`config.mk`:
```
export PLATFORM = sky130hd
export DESIGN_NAME = cell_test_sequencer
export DESIGN_NICKNAME = d
export VERILOG_FILES = /design/src/rtl/cell_seq_pkg.sv /design/src/rtl/settle_timer.sv /design/src/rtl/cell_test_sequencer.sv
export SDC_FILE = /design/constraint.sdc
export NUM_CORES = 1
export LEC_CHECK = 0
export ABC_AREA = 1
export ABC_CLOCK_PERIOD_IN_PS = 1600
export CAP_MARGIN = 15
export CORE_MARGIN = 1
export CORE_UTILIZATION = 50
export DETAILED_ROUTE_END_ITERATION = 8
export PLACE_DENSITY_LB_ADDON = 0.05
export SLEW_MARGIN = 20
export SYNTH_ARGS = -nofsm -noshare
export SYNTH_HDL_FRONTEND = slang
export SYNTH_SLANG_ARGS = --single-unit
```
`constraint.sdc`:
```
create_clock -name clk -period 1.6 [get_ports clk]
set_input_delay 0.4 -clock clk [delete_from_list [all_inputs] [get_ports clk]]
set_output_delay 0.4 -clock clk [all_outputs]
set_load 0.03 [all_outputs]
```
`src/rtl/cell_seq_pkg.sv`:
```
// Shared definitions for the 2-input cell test sequencer.
package cell_seq_pkg;

    localparam int VEC_COUNT = 4;

    typedef enum logic [2:0] {
        IDLE,
        APPLY,
        SETTLE,
        SAMPLE,
        DONE
    } state_t;

endpackage

```
`src/rtl/settle_timer.sv`:
```
// Down-counter holding the sequencer in SETTLE for exactly CYC cycles.
module settle_timer #(
    parameter int CYC = 3
) (
    input  logic clk,
    input  logic rst,
    input  logic i_load,
    input  logic i_en,
    output logic o_expire
);

    localparam int W = (CYC > 1) ? $clog2(CYC) : 1;
    // Loaded with CYC-1 so that expiry lands on the CYC-th enabled cycle.
    localparam logic [W-1:0] LOAD_VAL = W'((CYC > 0) ? CYC - 1 : 0);
    localparam logic [W-1:0] ONE      = W'(1);

    logic [W-1:0] r_cnt;

    always_ff @(posedge clk) begin
        if (rst)
            r_cnt <= '0;
        else if (i_load)
            r_cnt <= LOAD_VAL;
        else if (i_en && (r_cnt != '0))
            r_cnt <= r_cnt - ONE;
    end

    assign o_expire = i_en && (r_cnt == '0);

endmodule

```
`src/rtl/cell_test_sequencer.sv`:
```
// Sweeps all four {a,b} vectors through a 2-input cell NUM_PASSES times
// and records mismatches against a latched truth table.
module cell_test_sequencer
    import cell_seq_pkg::*;
#(
    parameter int SETTLE_CYC = 3,
    parameter int NUM_PASSES = 4,
    parameter int CNT_W      = 8
) (
    input  logic             clk,
    input  logic             rst,
    input  logic             start,
    input  logic [3:0]       truth_tbl,
    input  logic             y_i,
    output logic             a_o,
    output logic             b_o,
    output logic             busy,
    output logic             done,
    output logic             fail,
    output logic [3:0]       fail_vec,
    output logic [CNT_W-1:0] err_cnt
);

    localparam int PW = $clog2(NUM_PASSES + 1);
    localparam logic [CNT_W-1:0] ERR_ONE = CNT_W'(1);
    localparam logic [PW-1:0]    PASS_ONE = PW'(1);

    state_t           r_state;
    state_t           w_next;
    logic [1:0]       r_idx;
    logic [PW-1:0]    r_pass;
    logic [3:0]       r_tbl;
    logic             r_fail;
    logic [3:0]       r_fail_vec;
    logic [CNT_W-1:0] r_err;

    logic w_expire;
    logic w_load;
    logic w_settling;
    logic w_last_vec;
    logic w_last_pass;
    logic w_mismatch;

    assign w_load      = (r_state == APPLY);
    assign w_settling  = (r_state == SETTLE);
    assign w_last_vec  = (r_idx == 2'(VEC_COUNT - 1));
    assign w_last_pass = (r_pass == PW'(NUM_PASSES - 1));
    assign w_mismatch  = (y_i != r_tbl[r_idx]);

    settle_timer #(.CYC(SETTLE_CYC)) u_settle (
        .clk      (clk),
        .rst      (rst),
        .i_load   (w_load),
        .i_en     (w_settling),
        .o_expire (w_expire)
    );

    always_ff @(posedge clk) begin
        if (rst)
            r_state <= IDLE;
        else
            r_state <= w_next;
    end

    always_comb begin
        w_next = r_state;
        case (r_state)
            IDLE:    if (start) w_next = APPLY;
            APPLY:   w_next = (SETTLE_CYC == 0) ? SAMPLE : SETTLE;
            SETTLE:  if (w_expire) w_next = SAMPLE;
            SAMPLE:  w_next = (w_last_vec && w_last_pass) ? DONE : APPLY;
            DONE:    w_next = IDLE;
            default: w_next = IDLE;
        endcase
    end

    // Result registers persist through IDLE; only an accepted start clears them.
    always_ff @(posedge clk) begin
        if (rst) begin
            r_idx      <= '0;
            r_pass     <= '0;
            r_tbl      <= '0;
            r_fail     <= 1'b0;
            r_fail_vec <= '0;
            r_err      <= '0;
        end else begin
            case (r_state)
                IDLE: if (start) begin
                    r_tbl      <= truth_tbl;
                    r_idx      <= '0;
                    r_pass     <= '0;
                    r_fail     <= 1'b0;
                    r_fail_vec <= '0;
                    r_err      <= '0;
                end
                SAMPLE: begin
                    if (w_mismatch) begin
                        r_fail            <= 1'b1;
                        r_fail_vec[r_idx] <= 1'b1;
                        if (r_err != '1)
                            r_err <= r_err + ERR_ONE;
                    end
                    r_idx <= r_idx + 2'd1;
                    if (w_last_vec)
                        r_pass <= w_last_pass ? '0 : r_pass + PASS_ONE;
                end
                default: ;
            endcase
        end
    end

    always_comb begin
        busy     = (r_state == APPLY) || (r_state == SETTLE) || (r_state == SAMPLE);
        done     = (r_state == DONE);
        a_o      = busy & r_idx[1];
        b_o      = busy & r_idx[0];
        fail     = r_fail;
        fail_vec = r_fail_vec;
        err_cnt  = r_err;
    end

endmodule
```
==> summary.md <==
| Metric | Value |
|---|---|
| Total CTS buffers | 3 |
| Grt peak-use layer | met2 |
| Total core area | roughly 0.0025 sq mm |
| Worst path max stage delay | 370 ps |
| Total congestion overflow | 0 |
| Power per Cell Area | just under 900 mW/mm^2 |
| Post-Synthesis Cell Area | 0.00138 sq mm |
| Final hold violations | 0 |
| GRT met1 Usage | 31.6% |
| Global-route wire length before repair | 5520 um |
| Routed WL | 3420 um |
| Max-slew violations | 0 |
| Period Utilization, post-route | 99.8% |
| Worst reg2reg startpoint | r_state[0] |
| Critical Path Fanout Max | 3 |
| Share of cells above drive strength 1 | roughly a fifth |
| Clock Power Share | about a fifth |
| # nets final | 250 |
| Initial antenna violation count | 0 |
| Max Cap Violations | 0 |
| Synth area leaders | dfxtp_1 39%, nand2_1 11%, a21oi_1 9.1% |
| Worst vdd ir | roughly 0.64 mV |
| CP arrival | 1200 ps |
| Largest area contributor in the netlist | dfxtp_1 |
| H-tree depth | 1 |
| Register bit total from synthesis | 27 |
| Post-route setup slack | 2.99 ps |
| Routed WL per cell | 12.9 um |
| Vias after detailed routing | 1434 |
| Mapped Cells | 193 |
| Flop-to-flop setup slack | approximately 90 ps |
| Largest net degree at the start of global routing | 15 |
| Final core utilization | a little under three quarters |
| GP Congestion | 0.824 |
| Place WS | -14.2 ps |
| Hold_buf cts | 0 |
| Total track usage | approximately a quarter |
| Die area | about 0.0030 sq mm |
| Final Setup Violations | 0 |
| Post-layout min period | 1600 ps |
| Synth top area share | around two fifths |
| P_int | 1.03 mW |
| Synth warn | 0 |
| Combinational power share | 33.9% |
| Worst hold path type | reg2reg |
| Iteration-0 DRC Markers | 46 |
| Psw | 0.552 mW |
| CTS clk-pin slew, worst paths | 150 ps |
| Root buf cell | clkbuf_4 |
| Hold wc startpoint | r_tbl[3] |
| Clock Sinks | 27 |
| Max-slew headroom | roughly 80% |
| Worst Hold End | r_tbl[3] |
| Net count of the mapped netlist | around 210 |
| Hold depth | 2 |
| Number of global-route vias before repair | 1325 |
| Num ports | 25 |
| Starting Density | 54.0% |
| Sw Share | 34.9% |
| Worst Tran Pin Value | 300 ps |
| Worst EP required | 1200 ps |
| Maximum clock insertion buffer count | 2 |
| Die Ht | 54.4 um |
| RSZ-0062 raised after global routing | yes |
| Final Power | roughly 1.6 mW |
| Port Buffers | 24 |
| Worst setup EP type | output port |
| M2 GR Usage | 43.1% |
| CP max stage cell | dfxtp_2 |
| Number of library cell types mapped by synthesis | 21 |
| Outcome | completed |
| Die width | 54.4 um |
| Non-Filler Instances | 264 |
| Antenna-violating nets left | 0 |
| R2r worst-path depth | 9 |
| ANT cells | 0 |
| Seq/Total Area, Yosys | 39.3% |
| Drt pass-1 iters | 4 |
| CTS tree | built |
| Clock Skews | 2.85 ps |
| RR Endpoint | err_cnt[4] |
| Synth-to-layout area growth | 31.7% |
| Highest Clock Rate | 0.626 GHz |
| Placed cells | 255 |
| Mean Syn Cell Area | between 7 and 8 sq um |
| Via density per instance | 5.43 |
| Leak pwr | 0.794 nW |
| Worst-path cell chain | inv_2 > nand2_4 > inv_4 > nor3_4 > buf_6 |
| Grt met3 use | between 3 and 4% |
| Clk_lat worst skew | 320 ps |
| Crit start category | flop |
| DP Wirelength | approximately 2500 um |
| Final setup TNS | 0 ps |
| Row count | 18 |
| Sequential share of power | 47.3% |
| DRC errors left | 0 |
| CP Class | reg2out |
## final cells by class
class,instances,area (sq um)
Clock buffer,4,26.3
Tap cell,30,37.5
Sequential cell,27,554
Multi-Input combinational cell,135,741
Inverter,27,106
Timing Repair Buffer,41,345
Fill cell,216,734
## Yosys cell counts (all sizes together)
cell type and n:
o21ai 9, a311oi 2, buf 2, inv 27, nor2 10, o211ai 1, nand2 44, ha 7
dfxtp 27, a21oi 25, nand3 19, nor3 6, or2 1, nand4 10, nor4 1, clkbuf 2
## timing repair
| action | 4_1_cts | 5_1_grt |
|---|---|---|
| gates cloned | 0 | 0 |
| buffers inserted | 4 | 1 |
| gates resized for setup | 23 | 12 |
| setup endpoints to repair | 17 | 13 |
| pin swaps | 1 | 2 |
## cell families (layout without fill, tap and decap cells)
logic type / Yosys count / after routing / synth area share (%)
buf+inv: 31 / 72 / 9.10
fa+ha+maj: 7 / 7 / 6.37
simple gates: 91 / 91 / 31.0
compound gates: 37 / 37 / 14.2
flops: 27 / 27 / 39.3
## worst max-delay path by stage
| stage | cells after the start | to | startpoint |
|---|---|---|---|
| finish | 5 | a_o | r_state[0] |
| global route | 5 | a_o | r_state[0] |
| CTS | 3 | a_o | r_idx[1] |
| detailed placement | 8 | err_cnt[2] | y_i |
| global placement | 8 | err_cnt[2] | y_i |
| floorplan | 4 | a_o | r_state[0] |
## flip-flops by register name (all words and copies together) (netlist names)
name	count
err_cnt	8
fail	1
fail_vec	4
r_idx	2
r_pass	3
r_state	3
r_tbl	4
u_settle.r_cnt	2
## cell usage in the layout, fill, tap and decap left out, types with 9 or more instances in the layout
cell type | Yosys | final
nor2_1 | 9 | 9
a21oi_1 | 25 | 25
dfxtp_1 | 27 | 20
nand4_1 | 10 | 10
buf_4 | 1 | 20
inv_1 | 27 | 24
dlygate4sd2_1 | 0 | 13
nand2_1 | 42 | 40
nand3_1 | 19 | 18
o21ai_0 | 9 | 9
## worst max-delay path, delay by kind of cell, from the launching register on
kind | cells | cell delay [ps]
DFF | 1 | 370
buffers and inverters | 3 | 250
and+or+nand+nor | 2 | 250
## power groups by stage
stage | combinational, mW | sequential, mW | clock [mW]
after global placement | 0.444 | 0.758 | 0
after detailed placement | 0.453 | 0.761 | 0
after global routing | 0.601 | 0.753 | 0.326
final | 0.536 | 0.747 | 0.298
after floorplan | 0.272 | 0.782 | 0
after CTS | 0.497 | 0.745 | 0.307
## per-stage QoR
step | hold slack [ps] | instance area (sq um)
6_report | 473 | 1810
5_1_grt | 502 | 1810
4_1_cts | 476 | 1770
3_5_place_dp | 456 | 1710
3_3_place_gp | 442 | 1710
2_1_floorplan | 428 | 1380
## routing by layer
metal	vias to the layer above	routed length, um
li1	737	-
met1	662	1570
met2	30	1680
met3	5	129
met4	0	36
met5	-	0
No activity file was read; power rests on OpenSTA's default activity.
